$ cat config.mk
export PLATFORM = sky130hd
export DESIGN_NAME = m_mem_arb_flat
export DESIGN_NICKNAME = d
export VERILOG_FILES = /design/src/rtl/m_mem_arb_pkg.sv /design/src/rtl/m_mem_arb_if.sv /design/src/rtl/m_arb_pick2.sv /design/src/rtl/m_mem_arb.sv /design/src/flat_wrapper.sv
export SDC_FILE = /design/constraint.sdc
export NUM_CORES = 1
export LEC_CHECK = 0
export CAP_MARGIN = 0
export CELL_PAD_IN_SITES_DETAIL_PLACEMENT = 1
export CELL_PAD_IN_SITES_GLOBAL_PLACEMENT = 2
export CORE_MARGIN = 8
export CORE_UTILIZATION = 10
export DETAILED_ROUTE_END_ITERATION = 8
export PLACE_DENSITY = 0.95
export RECOVER_POWER = 50
export SYNTH_ARGS = -nofsm -noshare
export SYNTH_HDL_FRONTEND = slang
export SYNTH_SLANG_ARGS = --single-unit
$ cat constraint.sdc
create_clock -name w_clk -period 1.1 [get_ports w_clk]
set_clock_uncertainty 0.2 [all_clocks]
set_input_delay 0.11 -clock w_clk [delete_from_list [all_inputs] [get_ports w_clk]]
set_output_delay 0.11 -clock w_clk [all_outputs]
set_load 0.05 [all_outputs]
$ cat src/rtl/m_mem_arb_pkg.sv
// Shared types and defaults for the instruction/data memory arbiter.
// Owner encoding, default widths and the byte-to-word index helper.
package mem_arb_pkg;

    localparam int DATA_W_DEF     = 32;
    localparam int DEPTH_LOG2_DEF = 6;

    typedef enum logic [1:0] {
        OWN_NONE,
        OWN_IF,
        OWN_D
    } own_e;

    // Byte address to word index; low two bits and high bits drop out
    function automatic logic [DEPTH_LOG2_DEF-1:0] word_idx(
        input logic [DATA_W_DEF-1:0] addr
    );
        return addr[DEPTH_LOG2_DEF+1:2];
    endfunction

endpackage

$ cat src/rtl/m_mem_arb_if.sv
// Bundle between the two requesters, the arbiter and the memory port.
// master = requesters plus memory model, slave = arbiter.
interface m_mem_arb_if
    import mem_arb_pkg::*;
#(
    parameter int DATA_W     = DATA_W_DEF,
    parameter int DEPTH_LOG2 = DEPTH_LOG2_DEF
);
    logic                  w_if_req;
    logic [DATA_W-1:0]     w_if_addr;
    logic                  w_if_gnt;
    logic                  w_if_rvalid;
    logic [DATA_W-1:0]     w_if_rdata;

    logic                  w_d_req;
    logic                  w_d_we;
    logic [DATA_W-1:0]     w_d_addr;
    logic [DATA_W-1:0]     w_d_wdata;
    logic                  w_d_gnt;
    logic                  w_d_rvalid;
    logic [DATA_W-1:0]     w_d_rdata;

    logic                  w_mem_en;
    logic                  w_mem_we;
    logic [DEPTH_LOG2-1:0] w_mem_addr;
    logic [DATA_W-1:0]     w_mem_wdata;
    logic [DATA_W-1:0]     w_mem_rdata;

    modport master (
        output w_if_req, w_if_addr,
        output w_d_req, w_d_we, w_d_addr, w_d_wdata,
        output w_mem_rdata,
        input  w_if_gnt, w_if_rvalid, w_if_rdata,
        input  w_d_gnt, w_d_rvalid, w_d_rdata,
        input  w_mem_en, w_mem_we, w_mem_addr, w_mem_wdata
    );

    modport slave (
        input  w_if_req, w_if_addr,
        input  w_d_req, w_d_we, w_d_addr, w_d_wdata,
        input  w_mem_rdata,
        output w_if_gnt, w_if_rvalid, w_if_rdata,
        output w_d_gnt, w_d_rvalid, w_d_rdata,
        output w_mem_en, w_mem_we, w_mem_addr, w_mem_wdata
    );

endinterface

$ cat src/rtl/m_arb_pick2.sv
// Two-input combinational priority picker with one-hot grants.
// Input a wins by default; w_swap hands priority to input b.
module m_arb_pick2 (
    input  logic w_req_a,
    input  logic w_req_b,
    input  logic w_swap,
    output logic w_gnt_a,
    output logic w_gnt_b
);

    // Loser yields only when the winner is actually requesting
    always_comb begin
        w_gnt_a = w_req_a & ~(w_swap & w_req_b);
        w_gnt_b = w_req_b & ~(~w_swap & w_req_a);
    end

endmodule

$ cat src/rtl/m_mem_arb.sv
// Fetch vs load/store arbiter for the shared one-cycle-latency memory.
// MEM_ARB_STARVE_GUARD_EN builds a counter that bounds fetch lockout.
module m_mem_arb
    import mem_arb_pkg::*;
#(
    parameter int DATA_W     = DATA_W_DEF,
    parameter int DEPTH_LOG2 = DEPTH_LOG2_DEF
`ifdef MEM_ARB_STARVE_GUARD_EN
    ,
    parameter int MAX_WAIT   = 4
`endif
) (
    input  logic        w_clk,
    input  logic        w_rst_n,
    m_mem_arb_if.slave  bus
);

    logic w_d_pick;
    logic w_if_pick;
    logic w_swap;
    own_e r_own;
    own_e w_own_nxt;

    // Requests are masked in reset so no grant or strobe leaks out
    m_arb_pick2 u_pick (
        .w_req_a (bus.w_d_req & w_rst_n),
        .w_req_b (bus.w_if_req & w_rst_n),
        .w_swap  (w_swap),
        .w_gnt_a (w_d_pick),
        .w_gnt_b (w_if_pick)
    );

`ifdef MEM_ARB_STARVE_GUARD_EN
    localparam int WAIT_W = $clog2(MAX_WAIT + 1);
    localparam logic [WAIT_W-1:0] WAIT_MAX = WAIT_W'(MAX_WAIT);

    logic [WAIT_W-1:0] r_if_wait;

    // Count consecutive denied fetch cycles, saturating at the limit
    always_ff @(posedge w_clk or negedge w_rst_n) begin
        if (!w_rst_n)
            r_if_wait <= '0;
        else if (!bus.w_if_req || w_if_pick)
            r_if_wait <= '0;
        else if (r_if_wait != WAIT_MAX)
            r_if_wait <= r_if_wait + 1'b1;
    end

    assign w_swap = (r_if_wait == WAIT_MAX);
`else
    assign w_swap = 1'b0;
`endif

    // Owner of the read now in flight
    always_ff @(posedge w_clk or negedge w_rst_n) begin
        if (!w_rst_n)
            r_own <= OWN_NONE;
        else
            r_own <= w_own_nxt;
    end

    // Only granted reads claim the return slot
    always_comb begin
        w_own_nxt = OWN_NONE;
        unique case (1'b1)
            w_d_pick & ~bus.w_d_we: w_own_nxt = OWN_D;
            w_if_pick:              w_own_nxt = OWN_IF;
            default:                w_own_nxt = OWN_NONE;
        endcase
    end

    // Memory port follows the granted requester, zero when idle
    always_comb begin
        bus.w_mem_addr = '0;
        if (w_d_pick)
            bus.w_mem_addr = word_idx(bus.w_d_addr);
        else if (w_if_pick)
            bus.w_mem_addr = word_idx(bus.w_if_addr);
    end

    assign bus.w_if_gnt    = w_if_pick;
    assign bus.w_d_gnt     = w_d_pick;
    assign bus.w_mem_en    = w_if_pick | w_d_pick;
    assign bus.w_mem_we    = w_d_pick & bus.w_d_we;
    assign bus.w_mem_wdata = w_rst_n ? bus.w_d_wdata : '0;

    assign bus.w_if_rvalid = (r_own == OWN_IF);
    assign bus.w_d_rvalid  = (r_own == OWN_D);
    assign bus.w_if_rdata  = bus.w_mem_rdata;
    assign bus.w_d_rdata   = bus.w_mem_rdata;

endmodule

$ cat src/flat_wrapper.sv
// flat-port wrapper written by rule: the top's interface ports become plain ports
module m_mem_arb_flat import mem_arb_pkg::*;
#(
    parameter int DATA_W     = DATA_W_DEF,
    parameter int DEPTH_LOG2 = DEPTH_LOG2_DEF

)
  (w_clk, w_rst_n, bus_w_if_req, bus_w_if_addr, bus_w_d_req, bus_w_d_we, bus_w_d_addr, bus_w_d_wdata, bus_w_mem_rdata, bus_w_if_gnt, bus_w_if_rvalid, bus_w_if_rdata, bus_w_d_gnt, bus_w_d_rvalid, bus_w_d_rdata, bus_w_mem_en, bus_w_mem_we, bus_w_mem_addr, bus_w_mem_wdata);
  m_mem_arb_if #(.DATA_W(DATA_W), .DEPTH_LOG2(DEPTH_LOG2)) bus_i ();
  input  logic w_clk;
  input  logic w_rst_n;
  input wire logic [$bits(bus_i.w_if_req)-1:0] bus_w_if_req;
  input wire logic [$bits(bus_i.w_if_addr)-1:0] bus_w_if_addr;
  input wire logic [$bits(bus_i.w_d_req)-1:0] bus_w_d_req;
  input wire logic [$bits(bus_i.w_d_we)-1:0] bus_w_d_we;
  input wire logic [$bits(bus_i.w_d_addr)-1:0] bus_w_d_addr;
  input wire logic [$bits(bus_i.w_d_wdata)-1:0] bus_w_d_wdata;
  input wire logic [$bits(bus_i.w_mem_rdata)-1:0] bus_w_mem_rdata;
  output wire logic [$bits(bus_i.w_if_gnt)-1:0] bus_w_if_gnt;
  output wire logic [$bits(bus_i.w_if_rvalid)-1:0] bus_w_if_rvalid;
  output wire logic [$bits(bus_i.w_if_rdata)-1:0] bus_w_if_rdata;
  output wire logic [$bits(bus_i.w_d_gnt)-1:0] bus_w_d_gnt;
  output wire logic [$bits(bus_i.w_d_rvalid)-1:0] bus_w_d_rvalid;
  output wire logic [$bits(bus_i.w_d_rdata)-1:0] bus_w_d_rdata;
  output wire logic [$bits(bus_i.w_mem_en)-1:0] bus_w_mem_en;
  output wire logic [$bits(bus_i.w_mem_we)-1:0] bus_w_mem_we;
  output wire logic [$bits(bus_i.w_mem_addr)-1:0] bus_w_mem_addr;
  output wire logic [$bits(bus_i.w_mem_wdata)-1:0] bus_w_mem_wdata;
  assign bus_i.w_if_req = bus_w_if_req;
  assign bus_i.w_if_addr = bus_w_if_addr;
  assign bus_i.w_d_req = bus_w_d_req;
  assign bus_i.w_d_we = bus_w_d_we;
  assign bus_i.w_d_addr = bus_w_d_addr;
  assign bus_i.w_d_wdata = bus_w_d_wdata;
  assign bus_i.w_mem_rdata = bus_w_mem_rdata;
  assign bus_w_if_gnt = bus_i.w_if_gnt;
  assign bus_w_if_rvalid = bus_i.w_if_rvalid;
  assign bus_w_if_rdata = bus_i.w_if_rdata;
  assign bus_w_d_gnt = bus_i.w_d_gnt;
  assign bus_w_d_rvalid = bus_i.w_d_rvalid;
  assign bus_w_d_rdata = bus_i.w_d_rdata;
  assign bus_w_mem_en = bus_i.w_mem_en;
  assign bus_w_mem_we = bus_i.w_mem_we;
  assign bus_w_mem_addr = bus_i.w_mem_addr;
  assign bus_w_mem_wdata = bus_i.w_mem_wdata;
  m_mem_arb #(.DATA_W(DATA_W), .DEPTH_LOG2(DEPTH_LOG2)) u_core (.w_clk(w_clk), .w_rst_n(w_rst_n), .bus(bus_i));
endmodule
[Yosys cells after proc, flatten, opt, wreduce, memory -nomap -nowiden]
Index checks and enable logic that the tools add are counted.
W data, S select, Z words.
Storage, ports and cells
  logic and storage cells: 15
  output and inout bits: 108
  input bits: 133
  register bits: 2
Cells by class
  bitwise operators: 8
  eq/ne operators: 2
  muxes and demuxes: 4
Operator list (number)
  $mux W32: 1
  $mux W6: 2
  $and A1 B1 Y1: 5
  $pmux W2 S2: 1
  $eq A2 B1 Y1 const B: 1
  $eq A2 B2 Y1 const B: 1
  $not A1 Y1: 2
  $or A1 B1 Y1: 1

[Logic depth before layout (Yosys ltp)]
  depth in word-level cells: 5
  depth in mapped cells: 4
  mapped depth without buffers: 2

[Modules after synthesis]
Synthesis repeated with hierarchy kept, for this count alone.
Second synthesis, totals
  cells, all modules: 123
  area, all modules: 929.6 sq um
Modules (own cells, without submodules)
  m_mem_arb: times used 1, area each 910.9 sq um, cells an instance 120, seq. area each 50.0 sq um
  m_arb_pick2: times used 1, area each 18.8 sq um, cells an instance 3, seq. area each 0.0 sq um

[Worst setup path after synthesis]
No wires, ideal clock.
  kind: input to output
  from: input bus_w_d_req
  to: output bus_w_mem_addr[0]
  slack: -321 ps
  data required time: 790 ps
  path buffers: 1
  stages on the path: 3
  data arrival time: 1111 ps
  cells stage by stage: buf_6 > nand2b_4 > o21ai_1
Between the ends
  longest elaborated chain between the ends: 5
RTL lines
  from (decl): line flat_wrapper.sv:14  | input wire logic [$bits(bus_i.w_d_req)-1:0] bus_w_d_req;
  $and A1 B1 Y1 (*): line m_mem_arb.sv:26  | .w_req_a (bus.w_d_req & w_rst_n),
  $not A1 Y1: line m_arb_pick2.sv:14  | w_gnt_b = w_req_b & ~(~w_swap & w_req_a);
  $and A1 B1 Y1: line m_arb_pick2.sv:14
  $mux W6: line m_mem_arb.sv:77  | else if (w_if_pick)
  $mux W6 (*): line m_mem_arb.sv:75  | if (w_d_pick)
  to (decl): line flat_wrapper.sv:27  | output wire logic [$bits(bus_i.w_mem_addr)-1:0] bus_w_mem_addr;
Every way passes the cells marked *; elsewhere a longest branch is shown, timed or not.

[Final worst setup path]
  from: register u_core.r_own[1]
  to: output bus_w_d_rvalid
Between the ends
  longest elaborated chain between the ends: 1
RTL lines
  from (decl): line m_mem_arb.sv:21  | own_e r_own;
  from (signal assigned): line m_mem_arb.sv:59  | r_own <= w_own_nxt;
  $eq A2 B2 Y1: line m_mem_arb.sv:88  | assign bus.w_d_rvalid = (r_own == OWN_D);
  to (decl): line flat_wrapper.sv:23  | output wire logic [$bits(bus_i.w_d_rvalid)-1:0] bus_w_d_rvalid;
No other way between the ends.

==> flow_metrics.py <==
metrics = {
    "cells_and_area": {
        "drive_gt1_share_pct": 69.4,
        "final_nets": 305,
        "fin_util_pct": 25.4,
        "largest-register": "u_core.r_own",
        "top_regs": "u_core.r_own (2)",
        "syn_to_final_growth_pct": 149,
        "diodes": 0,
        "fillers": 999,
        "largest_reg_flops": 2,
    },
    "pwr": {
        "cellLeakagePower_uw": 0.00106,
        "netSwitchingFraction_pct": 39.8,
        "share_seq_of_total_power_pct": 5.4,
        "switchingPower_uw": 591,
        "p_int_uw": 892,
        "pwr-share-clk_pct": 19.2,
        "combPwrFrac_pct": 75.4,
        "p_per_area_nw_per_um2": 642,
        "peakVddDrop_mv": 0.216,
    },
    "critical_path": {
        "required_ns": 0.79,
        "max_stage_delay_ns": 0.38,
        "crit_path_start": "u_core.r_own[1]",
        "cp.depth": 2,
        "cp_max_fo": 2,
        "crit_path_start_kind": "register",
        "path_cells": "nor2b_4 > buf_12",
        "crit_family": "flip-flops",
        "crit_buf_inv": 1,
        "cp-endpoint": "bus_w_d_rvalid",
        "crit_arrival_ns": 0.92,
        "criticalPathCategory": "reg2out",
        "slowest_stage": "dfrtp_1",
        "endpoint_kind": "output pin",
    },
    "die": {
        "die_h_um": 112,
        "initial_core_util_pct": 10.2,
        "ios": 241,
        "rows": 35,
        "core_area_um2": 9110,
        "dieArea_um2": 12600,
        "dieWidth_um": 112,
    },
    "yosys": {
        "synth-main-ff-cell": "dfrtp_1",
        "yosys_warnings": 0,
        "ys_ff_latch": 2,
        "avgSynthCellArea_um2": 6.99,
        "seq_area_frac_synth_pct": 5.38,
        "synth_top_area_cell": "buf_4",
        "synth_area_leaders": "buf_4, and2_1, dfrtp_1",
        "syn_nets": 266,
        "synthArstFlopShare_pct": 100,
        "synth_edf_count": 0,
        "synth_top_area_share_pct": 54.9,
        "netlist_area_um2": 930,
        "yosysUniqueCellTypes": 12,
        "yosysMostFrequentCell": "buf_4",
        "netlist_top_cells_count": "buf_4, and2_1, nand2_1, nand3_1, o21ai_1",
        "postSynthCellCount": 133,
    },
    "sta": {
        "hold_viol": 0,
        "timing.final.ws_setup_ns": -0.131,
        "setup_violations": 8,
        "timing.fmax_ghz": 0.812,
        "finalCritPeriodShare_pct": 112,
        "grt_setup_unrepaired": "yes",
        "worst_pin_slew_ns": 0.258,
        "max_slew_margin_pct": 82.8,
        "maxSlewViolCount": 0,
        "period_minus_slack_ns": 1.23,
    },
    "routing": {
        "wirelength_um": 4290,
        "vias": 922,
        "vias_per_cell": 3.28,
        "drc": 0,
        "post_drt_wl_per_cell_um": 15.3,
        "ant_nets": 0,
        "dr.pass1.iters": 3,
        "drt-initial-drc-count": 27,
    },
    "place": {
        "gp_congestion": 0.701,
        "place_ws_ns": -0.538,
        "io_buffers": 92,
        "dpl.hpwl_um": 3480,
    },
    "global_route": {
        "grt_pass1_vias": 1077,
        "overflow": 0,
        "grtUsageTotal_pct": 6.33,
        "grt_max_degree": 19,
        "grt_pass1_wl_um": 6450,
        "grt_antenna_before_repair": 0,
    },
    "clocking": {
        "cts_buffers": 3,
        "cts_tree": "done",
        "cts_root_buf": "clkbuf_8",
        "cts.sinks": 2,
        "clockBufferDepth": 2,
        "ctsHtreeMaxLevel": 1,
        "path_clk_slew_ns": 0.03,
    },
    "worst_hold_path": {
        "hp-class": "in2reg",
    },
    "status": {
        "outcome": "complete, but fails checks",
        "violations": "negative setup slack",
    },
    "job": {
        "drv_cap": 0,
    },
}
==> cell type report <==
class / instances / area (um2) / share of cell area [%]
Tap cell: 111 / 139 / 6.01
Clock buffer: 3 / 41.3 / 1.79
Inverter: 1 / 3.75 / 0.162
Sequential cell: 2 / 50.0 / 2.17
Multi-Input combinational cell: 60 / 569 / 24.6
Timing Repair Buffer: 104 / 1510 / 65.2
==> power groups by stage <==
stage          clock, uW  sequential [uW]  combinational, uW
2_1_floorplan          0             80.4               1070
3_3_place_gp           0             80.5               1020
3_5_place_dp           0             80.8               1040
4_1_cts              291             80.1               1100
5_1_grt              300             80.6               1170
6_report             285             80.0               1120
==> cell usage in the layout (no fill, tap or decap), types with 2 or more instances in the layout <==
master and n:
and2_4 31, buf_12 47, buf_4 3, buf_6 4
clkbuf_8 3, dfrtp_1 2, dlygate4sd2_1 39, dlymetal6s2s_1 6
nand2_2 6, nand3_2 6, nor2_1 2, nor2_4 2
nor2b_4 2, o21ai_4 6
==> per-layer routing <==
metal  track usage [%]  wire length (um)  part of all wire, %
met1              5.85              1360                   32
met2              11.8              2270                   53
met3              3.27               573                   13
met4              1.98                90                  2.1
met5                 0                 0                    0
==> worst min path at each step <==
stage	start	endpoint	depth (start not counted)
after floorplan	w_rst_n	u_core.r_own[0]	0
after global placement	bus_w_mem_rdata[11]	bus_w_d_rdata[11]	0
after detailed placement	bus_w_mem_rdata[11]	bus_w_d_rdata[11]	0
after CTS	bus_w_d_we	u_core.r_own[1]	2
after global routing	bus_w_mem_rdata[13]	bus_w_d_rdata[13]	0
final	bus_w_d_we	u_core.r_own[1]	2
==> cells by family after synthesis <==
| kind of cell | count (synthesis) | share of synthesized area (%) |
|---|---|---|
| AO/OA/AOI/OAI | 6 | 3.23 |
| buffers and inverters | 71 | 57.7 |
| flip-flops | 2 | 5.38 |
| AND/OR/NAND/NOR | 54 | 33.6 |
==> through the flow <==
step / cells / total power [uW] / hold WS (ns) / TNS, ns / area, um2
after detailed placement: 270 / 1120 / 0.0205 / -19.36 / 2010
after global routing: 281 / 1550 / 0.0201 / -0.674 / 2310
after CTS: 276 / 1470 / 0.0131 / -1.64 / 2200
after floorplan: 133 / 1150 / -0.386 / -0.636 / 1010
after global placement: 270 / 1110 / 0.0205 / -19.12 / 2010
final: 281 / 1480 / 0.00889 / -0.354 / 2310
==> repair_timing <==
action                     in CTS  in global routing
hold endpoints to repair        2                  0
setup endpoints to repair      45                 27
hold buffers                    1                  0
pin swaps                      34                 11
setup buffers                   1                  4
gates cloned                    1                  1
gates resized for setup       108                 19
Note: power is estimated with default switching activity, not from simulation.
